<file path="src/rtl/activation_pair_stack.sv">
`default_nettype none
// +--------------------------------------------------------------------------+
// | Module      : activation_pair_stack                                      |
// | Description : Activation vector store returning (addr, addr+1) pairs to  |
// |               the backward pass, with written tracking and range errors. |
// | Revision    : 1.0 - initial release                                      |
// +--------------------------------------------------------------------------+
module activation_pair_stack #(
    parameter int NEURON_NUM       = 6,
    parameter int ACTIVATION_WIDTH = 8,
    parameter int LAYER_MAX        = 4,
    parameter int ADDR_WIDTH       = 4,
    localparam int STACK_WIDTH     = NEURON_NUM * ACTIVATION_WIDTH
) (
    input  logic                   clk,
    input  logic                   rst,
    input  logic                   clear,
    input  logic [ADDR_WIDTH-1:0]  wr_addr,
    input  logic [STACK_WIDTH-1:0] wr_data,
    input  logic                   wr_valid,
    output logic                   wr_ready,
    input  logic [ADDR_WIDTH-1:0]  rd_addr,
    input  logic                   rd_addr_valid,
    output logic                   rd_addr_ready,
    output logic [STACK_WIDTH-1:0] out_lower,
    output logic                   out_lower_valid,
    input  logic                   out_lower_ready,
    output logic [STACK_WIDTH-1:0] out_higher,
    output logic                   out_higher_valid,
    input  logic                   out_higher_ready,
    output logic [LAYER_MAX:0]     written,
    output logic                   error
);

    localparam logic [ADDR_WIDTH-1:0] c_TOP_ADDR = ADDR_WIDTH'(LAYER_MAX);
    localparam logic [ADDR_WIDTH-1:0] c_TOP_PAIR = ADDR_WIDTH'(LAYER_MAX - 1);
    localparam logic [ADDR_WIDTH-1:0] c_ONE      = ADDR_WIDTH'(1);

    localparam logic [1:0] c_ST_IDLE = 2'd0;
    localparam logic [1:0] c_ST_WAIT = 2'd1;
    localparam logic [1:0] c_ST_HOLD = 2'd2;

    logic [STACK_WIDTH-1:0] r_mem [0:LAYER_MAX];
    logic [1:0]             r_state;
    logic [1:0]             w_state_next;
    logic [ADDR_WIDTH-1:0]  r_addr;
    logic [STACK_WIDTH-1:0] r_out_lower;
    logic [STACK_WIDTH-1:0] r_out_higher;
    logic                   r_lower_valid;
    logic                   r_higher_valid;
    logic [LAYER_MAX:0]     r_written;
    logic                   r_error;

    logic                   w_wr_fire;
    logic                   w_wr_in_range;
    logic                   w_rd_fire;
    logic                   w_rd_bad;
    logic [ADDR_WIDTH-1:0]  w_addr_hi;
    logic                   w_lo_written;
    logic                   w_hi_written;
    logic [STACK_WIDTH-1:0] w_lo_mem;
    logic [STACK_WIDTH-1:0] w_hi_mem;
    logic                   w_load;
    logic                   w_lo_bypass;
    logic                   w_hi_bypass;
    logic                   w_lo_keep;
    logic                   w_hi_keep;

    assign wr_ready         = !rst && !clear;
    assign rd_addr_ready    = !rst && (r_state == c_ST_IDLE);
    assign out_lower        = r_out_lower;
    assign out_higher       = r_out_higher;
    assign out_lower_valid  = r_lower_valid;
    assign out_higher_valid = r_higher_valid;
    assign written          = r_written;
    assign error            = r_error;

    always_comb begin
        w_wr_fire     = wr_valid && wr_ready;
        w_wr_in_range = (wr_addr <= c_TOP_ADDR);
        w_rd_fire     = rd_addr_valid && rd_addr_ready;
        w_rd_bad      = (rd_addr > c_TOP_PAIR);
        w_addr_hi     = r_addr + c_ONE;
        w_lo_written  = 1'b0;
        w_hi_written  = 1'b0;
        w_lo_mem      = '0;
        w_hi_mem      = '0;
        // Decode the pair indices against the real depth so no index overruns the store.
        for (int i = 0; i <= LAYER_MAX; i++) begin
            if (r_addr == ADDR_WIDTH'(i)) begin
                w_lo_written = r_written[i];
                w_lo_mem     = r_mem[i];
            end
            if (w_addr_hi == ADDR_WIDTH'(i)) begin
                w_hi_written = r_written[i];
                w_hi_mem     = r_mem[i];
            end
        end
        w_load      = (r_state == c_ST_WAIT) && w_lo_written && w_hi_written;
        w_lo_bypass = w_wr_fire && w_wr_in_range && (wr_addr == r_addr);
        w_hi_bypass = w_wr_fire && w_wr_in_range && (wr_addr == w_addr_hi);
        w_lo_keep   = r_lower_valid && !out_lower_ready;
        w_hi_keep   = r_higher_valid && !out_higher_ready;

        w_state_next = r_state;
        case (r_state)
            c_ST_IDLE: if (w_rd_fire && !w_rd_bad) w_state_next = c_ST_WAIT;
            c_ST_WAIT: if (w_load) w_state_next = c_ST_HOLD;
            c_ST_HOLD: if (!w_lo_keep && !w_hi_keep) w_state_next = c_ST_IDLE;
            default:   w_state_next = c_ST_IDLE;
        endcase
    end

    always_ff @(posedge clk) begin
        if (rst) begin
            r_state <= c_ST_IDLE;
        end else begin
            r_state <= w_state_next;
        end
    end

    // Storage contents are deliberately left unreset.
    always_ff @(posedge clk) begin
        for (int i = 0; i <= LAYER_MAX; i++) begin
            if (w_wr_fire && (wr_addr == ADDR_WIDTH'(i))) begin
                r_mem[i] <= wr_data;
            end
        end
    end

    always_ff @(posedge clk) begin
        if (rst) begin
            r_addr         <= '0;
            r_out_lower    <= '0;
            r_out_higher   <= '0;
            r_lower_valid  <= 1'b0;
            r_higher_valid <= 1'b0;
            r_written      <= '0;
            r_error        <= 1'b0;
        end else begin
            if (w_rd_fire) begin
                r_addr <= rd_addr;
            end
            if (w_load) begin
                r_out_lower    <= w_lo_bypass ? wr_data : w_lo_mem;
                r_out_higher   <= w_hi_bypass ? wr_data : w_hi_mem;
                r_lower_valid  <= 1'b1;
                r_higher_valid <= 1'b1;
            end else if (r_state == c_ST_HOLD) begin
                r_lower_valid  <= w_lo_keep;
                r_higher_valid <= w_hi_keep;
            end
            if (clear) begin
                r_written <= '0;
            end else begin
                for (int i = 0; i <= LAYER_MAX; i++) begin
                    if (w_wr_fire && (wr_addr == ADDR_WIDTH'(i))) begin
                        r_written[i] <= 1'b1;
                    end
                end
            end
            r_error <= (r_error && !clear)
                     || (w_wr_fire && !w_wr_in_range)
                     || (w_rd_fire && w_rd_bad);
        end
    end

endmodule
`default_nettype wire
</file>
<file path="config.mk">
export PLATFORM = sky130hd
export DESIGN_NAME = activation_pair_stack
export DESIGN_NICKNAME = d
export VERILOG_FILES = /design/src/rtl/activation_pair_stack.sv
export SDC_FILE = /design/constraint.sdc
export NUM_CORES = 1
export LEC_CHECK = 0
export CAP_MARGIN = 20
export CORE_MARGIN = 2
export CORE_UTILIZATION = 50
export CTS_BUF_LIST = sky130_fd_sc_hd__clkbuf_8
export DETAILED_ROUTE_END_ITERATION = 10
export GPL_TIMING_DRIVEN = 0
export HOLD_SLACK_MARGIN = 0.15
export PLACE_DENSITY = 0.72
export SYNTH_ARGS = -nofsm -noshare
export SYNTH_HDL_FRONTEND = slang
export SYNTH_SLANG_ARGS = --single-unit
</file>
<file path="constraint.sdc">
create_clock -name clk -period 11.8 [get_ports clk]
set_input_delay 1.77 -clock clk [delete_from_list [all_inputs] [get_ports clk]]
set_output_delay 1.77 -clock clk [all_outputs]
set_load 0.02 [all_outputs]
</file>
# After elaboration in Yosys (flattened, before gate mapping)
# Memories as Yosys holds them, arrays and structs flattened.
# Index checks and enable logic that the tools add are counted.
dict set report totals {
  in_bits 63
  reg_bits 110
  ramBits 240
  mem_count 1
  elab_cells 129
}
# memory words word_bits rd rd_ports_with_merged_regs wr line_no
set mem_list {}
lappend mem_list {r_mem 5 48 5 0 1 43} ;# logic [STACK_WIDTH-1:0] r_mem [0:LAYER_MAX];
dict set report classes {
  n_lt_le_gt_ge 2
  addsub 1
  eq_ne 19
  muxes 52
  reduce_logical 42
}
# op n
set ops {}
lappend ops {{2-to-1 mux 48 bit} 16}
lappend ops {{OR reduction 48 bit} 4}
lappend ops {{2-to-1 mux 1 bit} 28}
lappend ops {{== test 4 x 2 -> 1 bit (second input constant)} 6}
lappend ops {{logical AND 1 bit} 21}
lappend ops {{== test 4 x 1 -> 1 bit (second input constant)} 3}
lappend ops {{== test 4 x 3 -> 1 bit (second input constant)} 3}
lappend ops {{logical NOT 4 bit} 3}
lappend ops {{2-to-1 mux 3 bit} 4}
lappend ops {{== test 4 bit} 2}
lappend ops {{logical NOT 1 bit} 8}
lappend ops {{2-to-1 mux 2 bit} 3}
lappend ops {{case mux 2 bit (3 select lines)} 1}
lappend ops {{adder 4 x 1 -> 4 bit (second input constant)} 1}
lappend ops {{greater-than comparator 4 x 2 -> 1 bit (second input constant)} 1}
lappend ops {{less-or-equal comparator 4 x 3 -> 1 bit (second input constant)} 1}
lappend ops {{inequality test 2 bit (second input constant)} 2}
lappend ops {{AND reduction 3 bit} 1}
lappend ops {{== test 2 x 1 -> 1 bit (second input constant)} 1}
lappend ops {{== test 2 bit (second input constant)} 1}
lappend ops {{logical NOT 2 bit} 1}
lappend ops {{logical OR 1 bit} 2}
lappend ops {{inequality test 2 x 1 -> 1 bit (second input constant)} 1}
lappend ops {{nonzero test 2 bit} 1}
lappend ops {{OR reduction 2 bit} 1}

# Logic depth before layout (Yosys ltp)
dict set report logic_depth {
  ltp_word 11
  depth_mapped 12
  ltp_nobuf 8
}

# Worst setup path after synthesis
# OpenSTA, ideal clock, no wires.
dict set report synth_path {
  path_type {in2reg}
  startpoint {input port rst}
  endpoint {memory r_mem[0][192] in the netlist's numbering (enable)}
  path_stages 4
  setup_time_ns 0.594
  n_path_buf 1
  path_slack_ns 3.444
  arrival_ns 7.762
  path_cell_list {clkbuf_1 -> nor2_1 -> nand3b_1 -> nor4b_1}
}
dict set report synth_between {
  elab_chain_cells 11
  elab_cells_between_ends 30
  classes_between {18 x mux; 12 x reduce/logical}
}
# item line_no
set synth_rtl {}
lappend synth_rtl {{from (decl)} 16} ;# input logic rst,
lappend synth_rtl {{logical NOT 1 bit *} 69} ;# assign wr_ready = !rst && !clear;
lappend synth_rtl {{logical AND 1 bit *} 69}
lappend synth_rtl {{via wr_ready} 21} ;# output logic wr_ready,
lappend synth_rtl {{logical AND 1 bit *} 79} ;# w_wr_fire = wr_valid && wr_ready;
lappend synth_rtl {{logical AND 1 bit} 125} ;# if (w_wr_fire && (wr_addr == ADDR_WIDTH'(i))) begin
lappend synth_rtl {{2-to-1 mux 1 bit} 125}
lappend synth_rtl {{2-to-1 mux 1 bit (implied by the code)} 126} ;# r_mem[i] <= wr_data;
lappend synth_rtl {{OR reduction 48 bit (no source line)} -}
lappend synth_rtl {{2-to-1 mux 3 bit (no source line) / 2-to-1 mux 1 bit (equally long branches) (4 in series)} -}
lappend synth_rtl {{to (decl)} 43}
# Mark *: on every way through the listed nets, which the timed path passes. The rest lies on a longest branch.

# Worst setup path after layout
dict set report layout_path {
  startpoint {input port clear}
  endpoint {output port wr_ready}
}
dict set report layout_between {
  elab_chain_cells 2
}
# item line_no
set layout_rtl {}
lappend layout_rtl {{from (decl)} 17} ;# input logic clear,
lappend layout_rtl {{logical NOT 1 bit} 69}
lappend layout_rtl {{logical AND 1 bit} 69}
lappend layout_rtl {{to (decl)} 21}
# No other way between the ends.

==> impl_results.md <==
- Status: finished clean
- Max Slew Vio Count: 0
- Worst-Margin Slew: between 0.9 and 1 ns
- Skew final: between 0.02 and 0.025 ns
- Worst skew pair latency: 0.61 ns
- Yosys cell types: 50
- Mux cell area share after synthesis: less than 1%
- Most common cell after layout, fill and taps aside: edfxtp_1
- Ports: roughly 170
- Clk pin slew, worst setup/hold paths: ~0.06 ns
- Total power per unit cell area: approximately 130 nW/µm²
- Num rows: 65
- Antenna Nets Post-Route: 0
- Final TNS setup: 0 ns
- Syn-to-layout area delta: 21.9%
- CP Class: input port to output pin
- CTS tree: done
- Crit path time final: between 5 and 6 ns
- CP required: 10.03 ns
- Residual DRC: 0
- Ratio of cells with drive above 1 in the final layout: 6.85%
- Largest net degree at the start of global routing: 31
- Post-CTS Setup Inserts: 0
- Endpoints failing hold: 0
- CP startpoint kind: input port
- Final core occ: between 60% and 70%
- Final Routed Wirelength: around 55 mm
- Clock sinks: 350
- Netlist Area Pre-Place: roughly 16000 µm²
- Hold_ws: ~0.45 ns
- Worst setup EP type: output pin
- Critical Path Fanout Max: 7
- Asr flop ratio synth: 0%
- Final Setup Violations: 0
- Post_cts resized: 0
- Syn nets: 1655
- Xor-xnor portion of the synthesized cell area: less than 1%
- RSZ-0062 raised after global routing: no
- Total chip power: approximately 2.6 mW
- Hold_sp: out_lower[46]
- Root Driver: clkbuf_8
- Via density: 6.51
- Fmax: between 150 and 200 MHz
- Num CTS Buffers: 57
- Port Buf Inserts: ~170
- GP Congestion: 0.883
- Mapped Cells: between 1500 and 2000
- Post-Synth Adder-Cell Area: 0.540%
- DRC violation total after the first TritonRoute iteration: about 1900
- Most frequent cells in the layout: edfxtp_1, nand2_1, clkdlybuf4s50_1
- Worst Hold Depth: 2
- Slew HR: 34.7%
- Placed cell areas: 18700 µm²
- Register bit total from synthesis: 350
- Initial core utilization: between 50% and 60%
- Number of flops mapped to enable cells by yosys: 240
- Peak VDD IR: between 0.09 and 0.1 mV
- Core footprint: 31700 µm²
- Slack of the worst reg-to-reg path: roughly 7.7 ns
- Worst-case clock buffer depth: 3
- R2r endpoint: out_lower[32]
- Hold Path Class: flop to flop
- H-tree depth: 2
- Hold buffers post-CTS: 0
- Die width: about 180 µm
- Final instance area: approximately 20000 µm²
- Synthesized area per cell: around 10 µm²
- Die area: around 34000 µm²
- Global-route usage over all layers: 31.8%
- LEAKAGE: around 6.6 nW
- Initial antenna violation count: 1
- Routed len/inst: 24.1 µm
- Max-Cap Viols: 0
- Final #Nets: 1905
- Vias: between 10000 and 15000
- Final critical-path share of the clock period: roughly 45%
- Dpl hpwl: roughly 37 mm
- Main synth FF type: edfxtp_1
- Hold endpoint: out_lower[46]
- Compound-Gate Fraction of Synth Area: 22.1%
- Vias in the first global route: 14600
- Crit path DAT: roughly 3.6 ns
- DRT Pass-1 Iters: 6
- Worst R2R Start: r_addr[0]
- Largest family of logic cells by synthesized area: compound AO/OA/AOI/OAI gates
- Simple-Gate Fraction of Synth Area: between 10 and 15%
- Die Height: around 180 µm
- R2R depth: 12
- Global-route wire length before repair: roughly 82 mm
- Grt ovf: 0
- Yosys warning total: 0
- Sequential-to-total area share from yosys stat: 58.0%
==> routing by layer <==
metal	track usage, %	share of wire (%)	vias up
met1	42.0	39	7153
met4	16.7	5.0	0
li1	-	-	6467
met5	0	0	-
met2	49.1	45	1052
met3	7.31	12	205
==> cell type report <==
type / instances / area, µm²
plain buffers: 156 / 617
inverters: 57 / 214
clock inverters: 39 / 159
flip-flops and latches: 350 / 9410
fillers: 2581 / 11900
repair buffers: 191 / 1910
clock buffers: 69 / 950
multi-input cells: 1022 / 6010
well taps: 402 / 503
diodes: 1 / 2.50
==> worst max-delay path, stage by stage <==
cell and delay (ns):
clkdlybuf4s50_1 0.47, nor2_1 0.59, clkdlybuf4s50_1 0.75
==> flip-flops by register name, indices dropped and copies added (netlist names) <==
register and flops:
out_lower 48, out_lower_valid 1, out_higher 48, written 5, r_mem 240, out_higher_valid 1
r_addr 4, r_state 2, error 1
==> cells in the mapped netlist (all sizes together) (6+ instances only) <==
cell / count / area (µm²)
a211oi: 52 / 390
a21oi: 151 / 756
a221oi: 98 / 876
a311oi: 48 / 420
buf: 23 / 118
clkbuf: 133 / 499
dfxtp: 110 / 2200
edfxtp: 240 / 7210
ha: 7 / 87.6
inv: 57 / 214
nand2: 198 / 743
nand3b: 51 / 383
nor2: 161 / 604
nor2b: 6 / 37.5
o211ai: 96 / 721
o21ai: 53 / 265
or3: 50 / 313
==> report_power, final <==
group          switching (mW)  internal, mW  leakage (nW)
clock                   0.492         0.527         0.669
combinational           0.166        0.0969          2.88
sequential            0.00459          1.32          3.05
total                   0.662          1.94          6.59
==> worst max path at each step <==
stage,from,endpoint,cells past startpoint
floorplan,rst,r_mem[0][192],4
global placement,clear,r_mem[0][234],4
detailed placement,wr_addr[3],out_higher[18],9
CTS,clear,wr_ready,3
global route,clear,wr_ready,3
finish,clear,wr_ready,3
==> per-stage QoR <==
| step | worst slack [ns] | instances |
|---|---|---|
| floorplan | 3.44 | 1585 |
| global placement | -1.30 | 2152 |
| detailed placement | 6.31 | 2177 |
| CTS | 6.49 | 2285 |
| global route | 6.40 | 2287 |
| finish | 6.46 | 2287 |
==> cell families (layout without fill, tap and decap cells) <==
family,after synthesis,after routing
buffers and inverters,213,512
other,0,1
XOR/XNOR,5,5
AND/OR/NAND/NOR,489,489
adder cells (fa/ha/maj),7,7
multiplexers,3,3
AO/OA/AOI/OAI,518,518
flip-flops,350,350
(Power assumes the default switching activity.)
